`config.mk`:
```
export PLATFORM = sky130hd
export DESIGN_NAME = seg7_mux
export DESIGN_NICKNAME = d
export VERILOG_FILES = /design/src/rtl/seg7_mux.sv
export SDC_FILE = /design/constraint.sdc
export NUM_CORES = 1
export LEC_CHECK = 0
export ABC_AREA = 1
export BUFFER_PORTS_ARGS = -buffer_cell sky130_fd_sc_hd__buf_2
export CELL_PAD_IN_SITES_DETAIL_PLACEMENT = 1
export CELL_PAD_IN_SITES_GLOBAL_PLACEMENT = 1
export CORE_UTILIZATION = 38
export DETAILED_ROUTE_END_ITERATION = 7
export PLACE_DENSITY = 0.72
export SLEW_MARGIN = 5
export SYNTH_ARGS = -nofsm -noshare
export SYNTH_HDL_FRONTEND = slang
export SYNTH_SLANG_ARGS = --single-unit
```
`constraint.sdc`:
```
create_clock -name clk_16mhz -period 1.5 [get_ports clk_16mhz]
set_input_delay 0.15 -clock clk_16mhz [delete_from_list [all_inputs] [get_ports clk_16mhz]]
set_output_delay 0.15 -clock clk_16mhz [all_outputs]
set_load 0.05 [all_outputs]
```
`src/rtl/seg7_mux.sv`:
```
`default_nettype none
// ============================================================================
//  Module   : seg7_mux
//  Purpose  : Two-digit multiplexed seven-segment driver. Latches a byte on a
//             load strobe and shows it as two hex digits, alternating between
//             digits every DIV clocks, with per-slot dead time against ghosting
//             and a free-running 16-step PWM for dimming.
//  Ports    : clk_16mhz  in  1  system clock, rising edge
//             rst        in  1  asynchronous active-high reset
//             value      in  8  byte to display
//             load       in  1  single-cycle strobe latching value
//             blank      in  1  forces all segments off while high
//             brightness in  4  duty level, on-time (brightness+1)/16
//             seg        out 7  segment drives, active-high, seg[0]=a..seg[6]=g
//             digit_sel  out 1  0 = right digit (low nibble), 1 = left digit
//  Revision : 1.0  initial release
// ============================================================================
module seg7_mux #(
    parameter int CLK_HZ     = 16_000_000,
    parameter int REFRESH_HZ = 1000,
    parameter int DEAD       = 16
) (
    input  logic       clk_16mhz,
    input  logic       rst,
    input  logic [7:0] value,
    input  logic       load,
    input  logic       blank,
    input  logic [3:0] brightness,
    output logic [6:0] seg,
    output logic       digit_sel
);

    localparam int DIV   = CLK_HZ / REFRESH_HZ;
    localparam int CNT_W = (DIV > 1) ? $clog2(DIV) : 1;

    localparam logic [CNT_W-1:0] CNT_LAST = CNT_W'(DIV - 1);
    localparam logic [CNT_W-1:0] CNT_DEAD = CNT_W'(DEAD);

    logic [7:0]       value_q,     value_d;
    logic [CNT_W-1:0] ref_cnt_q,   ref_cnt_d;
    logic             digit_q,     digit_d;
    logic [3:0]       pwm_cnt_q,   pwm_cnt_d;
    logic [6:0]       seg_q,       seg_d;
    logic             digit_sel_q, digit_sel_d;

    logic [3:0]       nib;
    logic [6:0]       dec;
    logic             on;

    always_comb begin
        value_d = load ? value : value_q;

        if (ref_cnt_q == CNT_LAST) begin
            ref_cnt_d = '0;
            digit_d   = ~digit_q;
        end else begin
            ref_cnt_d = ref_cnt_q + 1'b1;
            digit_d   = digit_q;
        end

        // Free-running; intentionally not re-aligned at slot boundaries.
        pwm_cnt_d = pwm_cnt_q + 4'd1;

        nib = digit_q ? value_q[7:4] : value_q[3:0];

        // gfedcba
        case (nib)
            4'h0:    dec = 7'h3F;
            4'h1:    dec = 7'h06;
            4'h2:    dec = 7'h5B;
            4'h3:    dec = 7'h4F;
            4'h4:    dec = 7'h66;
            4'h5:    dec = 7'h6D;
            4'h6:    dec = 7'h7D;
            4'h7:    dec = 7'h07;
            4'h8:    dec = 7'h7F;
            4'h9:    dec = 7'h6F;
            4'hA:    dec = 7'h77;
            4'hB:    dec = 7'h7C;
            4'hC:    dec = 7'h39;
            4'hD:    dec = 7'h5E;
            4'hE:    dec = 7'h79;
            default: dec = 7'h71;
        endcase

        on = !blank && (ref_cnt_q >= CNT_DEAD) && (pwm_cnt_q <= brightness);

        // seg and digit_sel are both derived from the pre-edge snapshot of
        // digit_q/ref_cnt_q/value_q, so they always change together.
        seg_d       = on ? dec : 7'h00;
        digit_sel_d = digit_q;
    end

    always_ff @(posedge clk_16mhz or posedge rst) begin
        if (rst) begin
            value_q     <= 8'h00;
            ref_cnt_q   <= '0;
            digit_q     <= 1'b0;
            pwm_cnt_q   <= 4'd0;
            seg_q       <= 7'h00;
            digit_sel_q <= 1'b0;
        end else begin
            value_q     <= value_d;
            ref_cnt_q   <= ref_cnt_d;
            digit_q     <= digit_d;
            pwm_cnt_q   <= pwm_cnt_d;
            seg_q       <= seg_d;
            digit_sel_q <= digit_sel_d;
        end
    end

    assign seg       = seg_q;
    assign digit_sel = digit_sel_q;

endmodule
`default_nettype wire

```
### Word-level counts from Yosys, hierarchy flattened

Memory sizes are Yosys's and may differ from the RTL's.
Index checks and enable logic that the tools add are counted.

| storage, ports and cells | value |
|---|---|
| flip-flop bits (word level) | 35 |
| bits in latches | 0 |
| RAM bits | 0 |
| ROM bits | 112 |
| input port bits | 16 |
| output and inout port bits | 8 |
| memories | 1 |

Memory list:

| memory | depth | width | rd ports | clocked after Yosys merged registers in | wr ports | line | RTL |
|---|---|---|---|---|---|---|---|
| (no name shown) | 16 | 7 | 1 | 0 | 0 | 67 | `case (nib)` |

| cells by class | value |
|---|---|
| add/sub/neg operators | 2 |
| multiply operators | 0 |
| divide/modulo/power cells | 0 |
| magnitude comparators | 2 |
| equal/unequal tests | 1 |
| shift operators | 0 |
| multiplexer cells | 3 |
| bitwise operators | 1 |
| reduce and logical (&&, ||, !) cells | 3 |

Operators by type and width:

| cell | number |
|---|---|
| $add 14x1->14 const B | 1 |
| $eq 14x14->1 const B | 1 |
| $ge 14x5->1 const B | 1 |
| $mux 14 | 1 |
| $mux 7 | 1 |
| $add 4x1->4 const B | 1 |
| $le 4x4->1 | 1 |
| $mux 4 | 1 |
| $logic_and 1x1->1 | 2 |
| $logic_not 1->1 | 1 |
| $not 1->1 | 1 |

### Logic depth before layout (Yosys ltp)

| depth | value |
|---|---|
| word-level depth | 4 |
| mapped depth | 10 |
| gate-level depth less buffers | 10 |

### Least setup slack after synthesis

OpenSTA, ideal clock, no wires.

| path | value |
|---|---|
| kind | flip-flop to flip-flop |
| start | register digit_q |
| end | register seg_q[3] (netlist: seg[3]) |
| setup time | 0.123 ns |
| arrival | 1.413 ns |
| required time | 1.377 ns |
| slack | -0.036 ns |
| stages on the path, launching flop included | 8 |
| path buffers | 1 |
| cell sequence | dfrtp_1 -> buf_4 -> o21ai_0 -> ha_1 -> nand2_1 -> nand3_1 -> nand2_1 -> nor2_1 |

| on the way | value |
|---|---|
| word-level cells in the longest chain between the ends | 3 |

Ends and longest elaborated chain:

| item | line | RTL |
|---|---|---|
| start, declared | 41 | `logic digit_q, digit_d;` |
| start signal, assigned | 105 | `digit_q <= digit_d;` |
| $mux 4 | 64 | `nib = digit_q ? value_q[7:4] : value_q[3:0];` |
| $mem_v2 16x7 | n/a |  |
| $mux 7 | 90 | `seg_d = on ? dec : 7'h00;` |
| net seg_d[3] | 43 | `logic [6:0] seg_q, seg_d;` |
| end signal, assigned | 107 | `seg_q <= seg_d;` |
| end, declared | 43 |  |

The timed path passes the listed nets, and every way through them passes these cells.
A chain may end at the register's enable or synchronous reset.

### Worst setup path after layout

| path | value |
|---|---|
| start | register digit_q |
| end | register seg_q[2] (netlist: seg[2]) |

The elaborated chain is that of the path after synthesis.

==> reports/qor.yml <==
die_w_um: 73.6
cts_tree: "built"
cp_data_arrival_time_ns: 1.58
crit_path_top_delay_cell: "dfrtp_2"
nets: 320
gp_congestion: 0.774
fin_ws_ns: 0.0845
wl_met3_um: 140
synth_top_area_share: 0.449
cp.required_ns: 1.67
ys.warnings.count: 0
syn-cell-area_um2: 1950
yosysTopAreaCell: "dfrtp_1"
netlist_instances: 254
cp_cell_sequence: "buf_4 -> o21ai_1 -> nand2_1 -> a21oi_1 -> nor2_1"
placedInstanceArea_um2: 2200
rows: 25
max_stage_delay_ns: 0.47
synth_seq_cells: 35
track_usage: 0.183
layout-drive-gt1-share: 0.219
worstSetupStartpointType: "register"
grt_first_pass_wirelength_um: 7620
fin_skew_ns: 0.00538
worst-path-max-fanout: 8
first_pass_iters: 4
yosysMostFrequentCell: "nand2_1"
ir_drop_v: 0.000447
grt_overflow: 0
synth-adder-area-share: 0.0770
max_freq_mhz: 706
synth_edf_count: 0
tightestPinTransition_ns: 0.444
grt_start_max_net_pins: 36
ant_nets: 0
final_area_um2: 2370
netlist_top_cells_count: "78 x nand2_1, 36 x nor2_1, 35 x dfrtp_1"
maxCapViolCount: 0
yosys-top-cells-area: "dfrtp_1 45%, nand2_1 15%, ha_1 7.7%, nor2_1 6.9%, inv_1 6.0%"
finalCritPeriodShare: 0.944
numCtsBuffers: 5
dieArea_um2: 5420
critPathCaptureType: "register"
total_leakage_power_nw: 1.26
seq_area_frac_synth: 0.449
drt-total-wl_um: 4300
synth_xor_area_frac: 0.0359
numPortBuffers: 23
post-place-ws_ns: -0.0641
met2WireLength_um: 2070
grt_pass1_vias: 1685
cts_max_level: 2
slew_headroom: 0.704
pin_count: 24
initial_utilization: 0.405
synthSimpleGateAreaFrac: 0.315
core_um2: 4820
drv_slew: 0
hold_path.class: "primary input to register"
drt-met1-wl_um: 2070
wire_per_inst_um: 12.0
highest_layer: "met4"
rsz0062_at_grt: "yes"
ys.flop_type: "dfrtp_1"
ys_async_sr_fraction: 1.00
vias_per_cell: 4.66
synth_top_family_by_area: "simple AND/OR/NAND/NOR gates"
yosys.cell_types.count: 25
status: "finished clean"
vias: 1673
setup_viol: 0
r2r_cells: 5
synth_compound_area_frac: 0.0533
root_buffer: "clkbuf_8"
hold_viol_final: 0
reg2reg_slack_ns: 0.08
drcViolationCount: 0
hold_depth: 3
diodes: 0
avgSynthCellArea_um2: 7.67
clk_pin_slew_ns: 0.07
antenna_found_initial: 0
hpwl_um: 3290
fin_hold_ws_ns: 0.0763
clock_latency_ns: 0.28
clk_path_buf_depth: 2
fin_util: 0.491
cts_sinks: 35
synth_mux_area_frac: 0
synth_nets: 282
power_density_nw_per_um2: 851
period_minus_slack_ns: 1.42
worstSetupPathType: "register to register"
syn_to_final_growth_pct: 21.4
die_y_um: 73.6
drt-initial-drc-count: 85
power breakdown:
part	switching, mW	internal (mW)
clock network	0.325	0.360
registers	0.0153	0.983
logic	0.229	0.102
sequential cells by signal (all words and copies together) (netlist names):
signal     cells
value_q        8
seg            7
digit_sel      1
ref_cnt_q     14
pwm_cnt_q      4
digit_q        1
final timing paths:
| check | start | end |
|---|---|---|
| max | digit_q | seg[2] |
| min | value[1] | value_q[1] |
| max reg2reg | digit_q | seg[2] |
| min reg2reg | pwm_cnt_q[3] | pwm_cnt_q[3] |
| max in group asynchronous | rst | digit_q |
| min in group asynchronous | rst | ref_cnt_q[12] |
placed cells by master (no fill, tap or decap), types with 7 or more instances in the layout:
master | netlist | routed
o21ai_0 | 12 | 10
nor2_1 | 36 | 34
nand2_2 | 4 | 7
nand3_1 | 15 | 14
nand2_1 | 78 | 75
buf_2 | 1 | 23
buf_4 | 1 | 9
ha_1 | 12 | 10
dfrtp_1 | 35 | 34
inv_1 | 31 | 29
layer usage:
| metal | GRT usage | up-vias |
|---|---|---|
| met5 | 0 | - |
| met4 | 0.0321 | 0 |
| met3 | 0.0398 | 2 |
| met2 | 0.304 | 25 |
| met1 | 0.248 | 785 |
| li1 | - | 861 |
final cells by class:
class / count / area [µm²]
fill: 625 / 2450
clock inverter: 1 / 5.00
multi-input combinational: 184 / 986
tap: 67 / 83.8
sequential: 35 / 877
timing repair buffer: 34 / 213
clock buffer: 6 / 82.6
inverter: 32 / 120
cells by family after synthesis:
family / count (synthesis)
simple gates: 145
buf+inv: 35
flops: 35
compound gates: 19
fa+ha+maj: 12
xor+xnor: 8
worst max-delay path, delay by kind of cell (launching register included):
| kind | cells | cell delay, ns |
|---|---|---|
| compound gates | 2 | 0.51 |
| flops | 1 | 0.47 |
| buf+inv | 1 | 0.18 |
| simple gates | 2 | 0.15 |
timing repair:
action,4_1_cts,5_1_grt
pin swaps,1,3
hold buffers,1,0
gates resized for setup,3,14
hold endpoints to repair,35,0
setup endpoints to repair,4,11
setup buffers,2,0
metrics by stage:
step	std cells	power (mW)	TNS (ns)
after global routing	359	2.13	-0.0365
final	359	2.02	0
after CTS	359	2.05	0
after global placement	349	1.33	0
after detailed placement	349	1.33	-0.123
after floorplan	254	1.24	0
Note: power is estimated with default switching activity, not from simulation.
